[config.mk]
export PLATFORM = sky130hd
export DESIGN_NAME = mem_boot_loader
export DESIGN_NICKNAME = d
export VERILOG_FILES = /design/src/rtl/boot_pkg.sv /design/src/rtl/boot_word_packer.sv /design/src/rtl/mem_boot_loader.sv
export SDC_FILE = /design/constraint.sdc
export NUM_CORES = 1
export LEC_CHECK = 0
export CAP_MARGIN = 15
export CORE_MARGIN = 1
export CORE_UTILIZATION = 55
export DETAILED_ROUTE_END_ITERATION = 10
export GPL_TIMING_DRIVEN = 0
export HOLD_SLACK_MARGIN = 0.02
export PLACE_DENSITY = 0.76
export SYNTH_ARGS = -nofsm -noshare
export SYNTH_HDL_FRONTEND = slang
export SYNTH_SLANG_ARGS = --single-unit
[constraint.sdc]
create_clock -name clk -period 2.9 [get_ports clk]
set_input_delay 0.29 -clock clk [delete_from_list [all_inputs] [get_ports clk]]
set_output_delay 0.29 -clock clk [all_outputs]
set_load 0.01 [all_outputs]
[src/rtl/boot_pkg.sv]
// Shared definitions for the boot loader: FSM encoding, default sizes and
// the write-enable patterns used on the SRAM write port.
package boot_pkg;

  localparam int ADDR_W_DEF    = 14;
  localparam int MAX_WORDS_DEF = 16384;

  localparam logic [3:0] WE_WORD = 4'b1111;
  localparam logic [3:0] WE_NONE = 4'b0000;

  typedef enum logic [2:0] {
    ST_LEN0,
    ST_LEN1,
    ST_DATA,
    ST_CSUM,
    ST_RUN,
    ST_ERR
  } boot_state_e;

endpackage

[src/rtl/boot_word_packer.sv]
// Packs accepted stream bytes little-endian into 32-bit words and presents each
// completed word on a registered one-cycle write strobe.
module boot_word_packer
  import boot_pkg::*;
(
  input  logic        clk,
  input  logic        rst,
  input  logic        byte_en,
  input  logic [7:0]  byte_data,
  output logic        word_done,
  output logic [31:0] word_data,
  output logic [3:0]  word_we
);

  logic [1:0]  lane;
  logic [23:0] partial;

  assign word_done = byte_en && (lane == 2'd3);

  always_ff @(posedge clk) begin
    if (rst) begin
      lane      <= 2'd0;
      partial   <= 24'd0;
      word_data <= 32'd0;
      word_we   <= WE_NONE;
    end else begin
      word_we <= WE_NONE;
      if (byte_en) begin
        lane <= lane + 2'd1;
        case (lane)
          2'd0: partial[7:0]   <= byte_data;
          2'd1: partial[15:8]  <= byte_data;
          2'd2: partial[23:16] <= byte_data;
          default: begin
            // The fourth byte bypasses the partial buffer straight into the word.
            word_data <= {byte_data, partial};
            word_we   <= WE_WORD;
          end
        endcase
      end
    end
  end

endmodule

[src/rtl/mem_boot_loader.sv]
// Streams a length-prefixed, checksummed program image into SRAM and holds the
// CPU in reset until the image is loaded and verified.
//
//   state | meaning
//   LEN0  | waiting for low byte of word count
//   LEN1  | waiting for high byte of word count; range check
//   DATA  | receiving image bytes, writing one word per 4 bytes
//   CSUM  | waiting for trailer byte; verifies mod-256 sum
//   RUN   | image good, CPU released (terminal)
//   ERR   | image rejected (terminal)
module mem_boot_loader
  import boot_pkg::*;
#(
  parameter int ADDR_W    = ADDR_W_DEF,
  parameter int MAX_WORDS = MAX_WORDS_DEF
) (
  input  logic              clk,
  input  logic              rst,
  input  logic              in_valid,
  input  logic [7:0]        in_data,
  output logic              in_ready,
  output logic [ADDR_W-1:0] mem_addr,
  output logic [3:0]        mem_write,
  output logic [31:0]       mem_di,
  output logic              loading,
  output logic              cpu_rst,
  output logic              done,
  output logic              error
);

  localparam logic [16:0] MAX_N = 17'(MAX_WORDS);

  boot_state_e state, state_nx;

  logic [15:0] len;
  logic [16:0] wcnt;
  logic [7:0]  csum;
  logic [7:0]  csum_nx;
  logic [15:0] n_rx;
  logic        accept;
  logic        byte_en;
  logic        word_done;

  assign accept  = in_valid && in_ready;
  assign n_rx    = {in_data, len[7:0]};
  assign csum_nx = csum + in_data;
  // in_ready is always 1 in DATA, so in_valid alone avoids a comb loop via in_ready.
  assign byte_en = in_valid && (state == ST_DATA);

  always_ff @(posedge clk) begin
    if (rst) state <= ST_LEN0;
    else     state <= state_nx;
  end

  always_comb begin
    state_nx = state;
    in_ready = 1'b0;
    loading  = 1'b1;
    cpu_rst  = 1'b1;
    done     = 1'b0;
    error    = 1'b0;
    case (state)
      ST_LEN0: begin
        in_ready = 1'b1;
        if (in_valid) state_nx = ST_LEN1;
      end
      ST_LEN1: begin
        in_ready = 1'b1;
        if (in_valid) begin
          if (n_rx == 16'd0)              state_nx = ST_CSUM;
          else if ({1'b0, n_rx} > MAX_N)  state_nx = ST_ERR;
          else                            state_nx = ST_DATA;
        end
      end
      ST_DATA: begin
        in_ready = 1'b1;
        if (word_done && (wcnt + 17'd1 == {1'b0, len})) state_nx = ST_CSUM;
      end
      ST_CSUM: begin
        in_ready = 1'b1;
        if (in_valid) state_nx = (csum_nx == 8'd0) ? ST_RUN : ST_ERR;
      end
      ST_RUN: begin
        loading = 1'b0;
        cpu_rst = 1'b0;
        done    = 1'b1;
      end
      ST_ERR: begin
        loading = 1'b0;
        error   = 1'b1;
      end
      default: state_nx = ST_LEN0;
    endcase
  end

  always_ff @(posedge clk) begin
    if (rst) begin
      len      <= 16'd0;
      wcnt     <= 17'd0;
      csum     <= 8'd0;
      mem_addr <= '0;
    end else if (accept) begin
      csum <= csum_nx;
      if (state == ST_LEN0) len[7:0]  <= in_data;
      if (state == ST_LEN1) len[15:8] <= in_data;
      if (word_done) begin
        // Address is latched alongside the packed word so both are valid in the write cycle.
        mem_addr <= wcnt[ADDR_W-1:0];
        wcnt     <= wcnt + 17'd1;
      end
    end
  end

  boot_word_packer u_packer (
    .clk       (clk),
    .rst       (rst),
    .byte_en   (byte_en),
    .byte_data (in_data),
    .word_done (word_done),
    .word_data (mem_di),
    .word_we   (mem_write)
  );

endmodule

==> flow_summary_export.csv <==
group,metric,value,unit
worst_setup_path,arrival,3180,ps
layout,antenna-diode-count,0,
timing,worst_pin_slew,917.5,ps
timing,max_freq,359.6,MHz
layout,seq_area,0.002342,mm²
yosys,synth_fa_ha_area_frac,0.03457,
timing,fin_skew,8.753,ps
worst_setup_path,critPathRequiredTime,3300,ps
timing,hold_violations,0,
clock_tree,htreeDepth,4,
min_path,hold_path.class,"in2reg",
clock_tree,clkLatencyLatePin,530,ps
worst_setup_path,endpoint_kind,"flop",
global_routing,antenna_found_initial,0,
yosys,avgSynthCellArea,7.851,µm²
floorplanning,ios,66,
clock_tree,clkSinkCount,117,
global_routing,gr-usage-all-layers,0.2853,
timing,setup_tns,0,ps
global_routing,grt_first_pass_wirelength,22.21,mm
layout,syn2layout_area_growth,26.31,%
timing,rsz0062_at_grt,"false",
yosys,yosysMostFrequentCell,"nand2_1",
yosys,synthTopCellsByArea,"dfxtp_1, nand2_1, a21oi_1",
pwr,powerDensity,609.1,mW/mm²
yosys,seq_area_frac_synth,0.4433,
worst_setup_path,reg2regPathDepth,7,
worst_setup_path,critPathMaxFanout,8,
yosys,synth_area,0.005284,mm²
floorplanning,start_util,0.5691,
placement,hpwl,9.299,mm
detailed_routing,via_per_inst,5.515,
detailed_routing,drt-total-wl,13.37,mm
layout,fin_area,0.006674,mm²
clock_tree,cts_buffers,17,
timing,min_period,2781,ps
clock_tree,cts_root_buf,"clkbuf_8",
pwr,ir_worst_vdd,363.7,µV
floorplanning,dieArea,0.01000,mm²
detailed_routing,post_drt_wl_per_cell,14.92,µm
yosys,synth_fp_nets,698,
detailed_routing,dr.first_iter.drc_count,284,
global_routing,grt_pass1_vias,4630,
global_routing,grt_overflow_total,0,
detailed_routing,drc_errors,0,
run,maxCapViolCount,0,
yosys,yosys.area_share.simple,0.2441,
timing,finalCritPeriodShare,0.9590,
timing,finalMaxSlewViolations,0,
clock_tree,postCtsSetupBuffers,0,
timing,setup_viol,0,
floorplanning,dieWidth,100.0,µm
min_path,hold_path_depth,3,
min_path,hold_path_startpoint,"in_data[7]",
yosys,synth-xor-area-share,0.06630,
yosys,synth_flop_cell,"dfxtp_1",
yosys,synthTopCellsByCount,"nand2_1, dfxtp_1, a21oi_1, clkbuf_1, nand3_1",
layout,fill_cells,794,
yosys,synth_top_family_by_area,"simple AND/OR/NAND/NOR gates",
min_path,holdPathEnd,"len[15]",
yosys,synth_top_area_cell,"dfxtp_1",
yosys,synth_top_cell_area_share,0.4433,
placement,gp_congestion,0.8890,
clock_tree,cts_buffer_depth,2,
yosys,ys_types,53,
placement,io_buffer_count,63,
layout,final_nets,780,
floorplanning,row_count,35,
clock_tree,path_clk_slew,60,ps
yosys,ys_ff_latch,117,
worst_setup_path,crit_path_start_kind,"primary input",
detailed_routing,ant_nets,0,
yosys,syn_inst,673,
yosys,async_flop_share,0,
floorplanning,core_area,0.009284,mm²
status,status,"completed",
layout,multi_input_area,0.002663,mm²
yosys,synth-compound-area-share,0.1539,
floorplanning,die_h,100.0,µm
worst_setup_path,ff2ff_setup_slack,280,ps
worst_setup_path,r2r-end,"state[0]",
yosys,ys_warn_count,0,
worst_setup_path,r2r-start,"wcnt[0]",
yosys,synth_mux_area_frac,0.003789,
worst_setup_path,criticalPathCategory,"in2reg",
timing,slew_headroom,0.3836,
detailed_routing,vias,4941,
yosys,synth_edf_count,0,
clock_tree,cts_tree,"done",
pwr,p_leak,2.305,nW
placement,post_dp_cell_area,0.006076,mm²
global_routing,grt_max_degree,17,
layout,drive_above_1_share,0.07171,
detailed_routing,firstDrtPassIters,7,
cells by family (layout without fill, tap and decap cells):
logic type / count (synthesis) / after routing
xor+xnor: 40 / 40
simple gates: 293 / 293
fa+ha+maj: 14 / 14
buf+inv: 64 / 158
flops: 117 / 117
mux: 2 / 2
compound gates: 143 / 143
registers in the layout, indices dropped and copies added, names as in the netlist:
name,count
csum,8
len,16
mem_addr,14
state,3
u_packer.lane,2
u_packer.partial,24
u_packer.word_data,32
u_packer.word_we,1
wcnt,17
routing by layer:
layer / vias to the layer above / track usage / share of wire
li1: 2427 / - / -
met1: 2314 / 0.3698 / 0.44
met2: 168 / 0.4637 / 0.47
met3: 32 / 0.06546 / 0.066
met4: 0 / 0.1104 / 0.024
met5: - / 0 / 0
worst max-delay path, stage by stage:
cell	delay, ps
clkdlybuf4s50_1	490
clkbuf_1	400
inv_1	130
fa_1	570
and4b_1	190
o21ai_0	90
or4_1	560
a2111oi_2	400
a211oi_2	60
final cells by class:
type / instances / area share
multi-input combinational: 492 / 0.3989
sequential: 117 / 0.3510
timing repair buffer: 63 / 0.09449
clock buffer: 17 / 0.06205
buffer: 53 / 0.03656
clock inverter: 14 / 0.02662
tap: 129 / 0.02418
inverter: 11 / 0.006187
where the power goes:
part | internal [mW] | leakage [nW] | switching [mW] | total, mW
combinational | 0.118 | 1.08 | 0.181 | 0.299
sequential | 1.64 | 0.946 | 0.0256 | 1.66
clock | 1.31 | 0.277 | 0.790 | 2.10
what timing repair did:
| action | in CTS | in global routing |
|---|---|---|
| hold buffers | 0 | 0 |
| resized for setup | 2 | 0 |
| setup endpoints to repair | 1 | 0 |
worst max path at each step:
| stage | to | from | slack, ps | cells after the start |
|---|---|---|---|---|
| after CTS | state[0] | in_data[1] | 160 | 9 |
| after global placement | state[0] | in_data[1] | -610 | 9 |
| after floorplan | state[0] | in_data[1] | 500 | 8 |
| after global routing | state[0] | in_data[1] | 30 | 9 |
| after detailed placement | state[0] | in_data[1] | -700 | 9 |
| final | state[0] | in_data[1] | 120 | 9 |
placed cells by master (no fill, tap or decap), types with 13 or more instances in the layout:
master | netlist | layout
nand2_1 | 180 | 180
dfxtp_1 | 117 | 117
a21oi_1 | 103 | 103
clkdlybuf4s50_1 | 0 | 63
clkbuf_1 | 36 | 36
nand3_1 | 33 | 33
nor2_1 | 30 | 30
xnor2_1 | 25 | 25
clkbuf_16 | 0 | 16
xor2_1 | 15 | 15
ha_1 | 13 | 13
stage by stage:
stage / std cells / utilization / hold slack [ps] / setup WS [ps] / power (mW)
2_1_floorplan: 673 / - / 426.0 / 501.9 / 1.897
3_3_place_gp: 865 / 0.6544 / 443.5 / -611.2 / 1.974
3_5_place_dp: 865 / 0.6544 / 447.1 / -701.6 / 1.986
4_1_cts: 896 / 0.7189 / 269.6 / 155.9 / 4.079
5_1_grt: 896 / 0.7189 / 289.7 / 29.64 / 4.195
6_report: 896 / 0.7189 / 279.4 / 118.9 / 4.065
(Power assumes the default switching activity.)
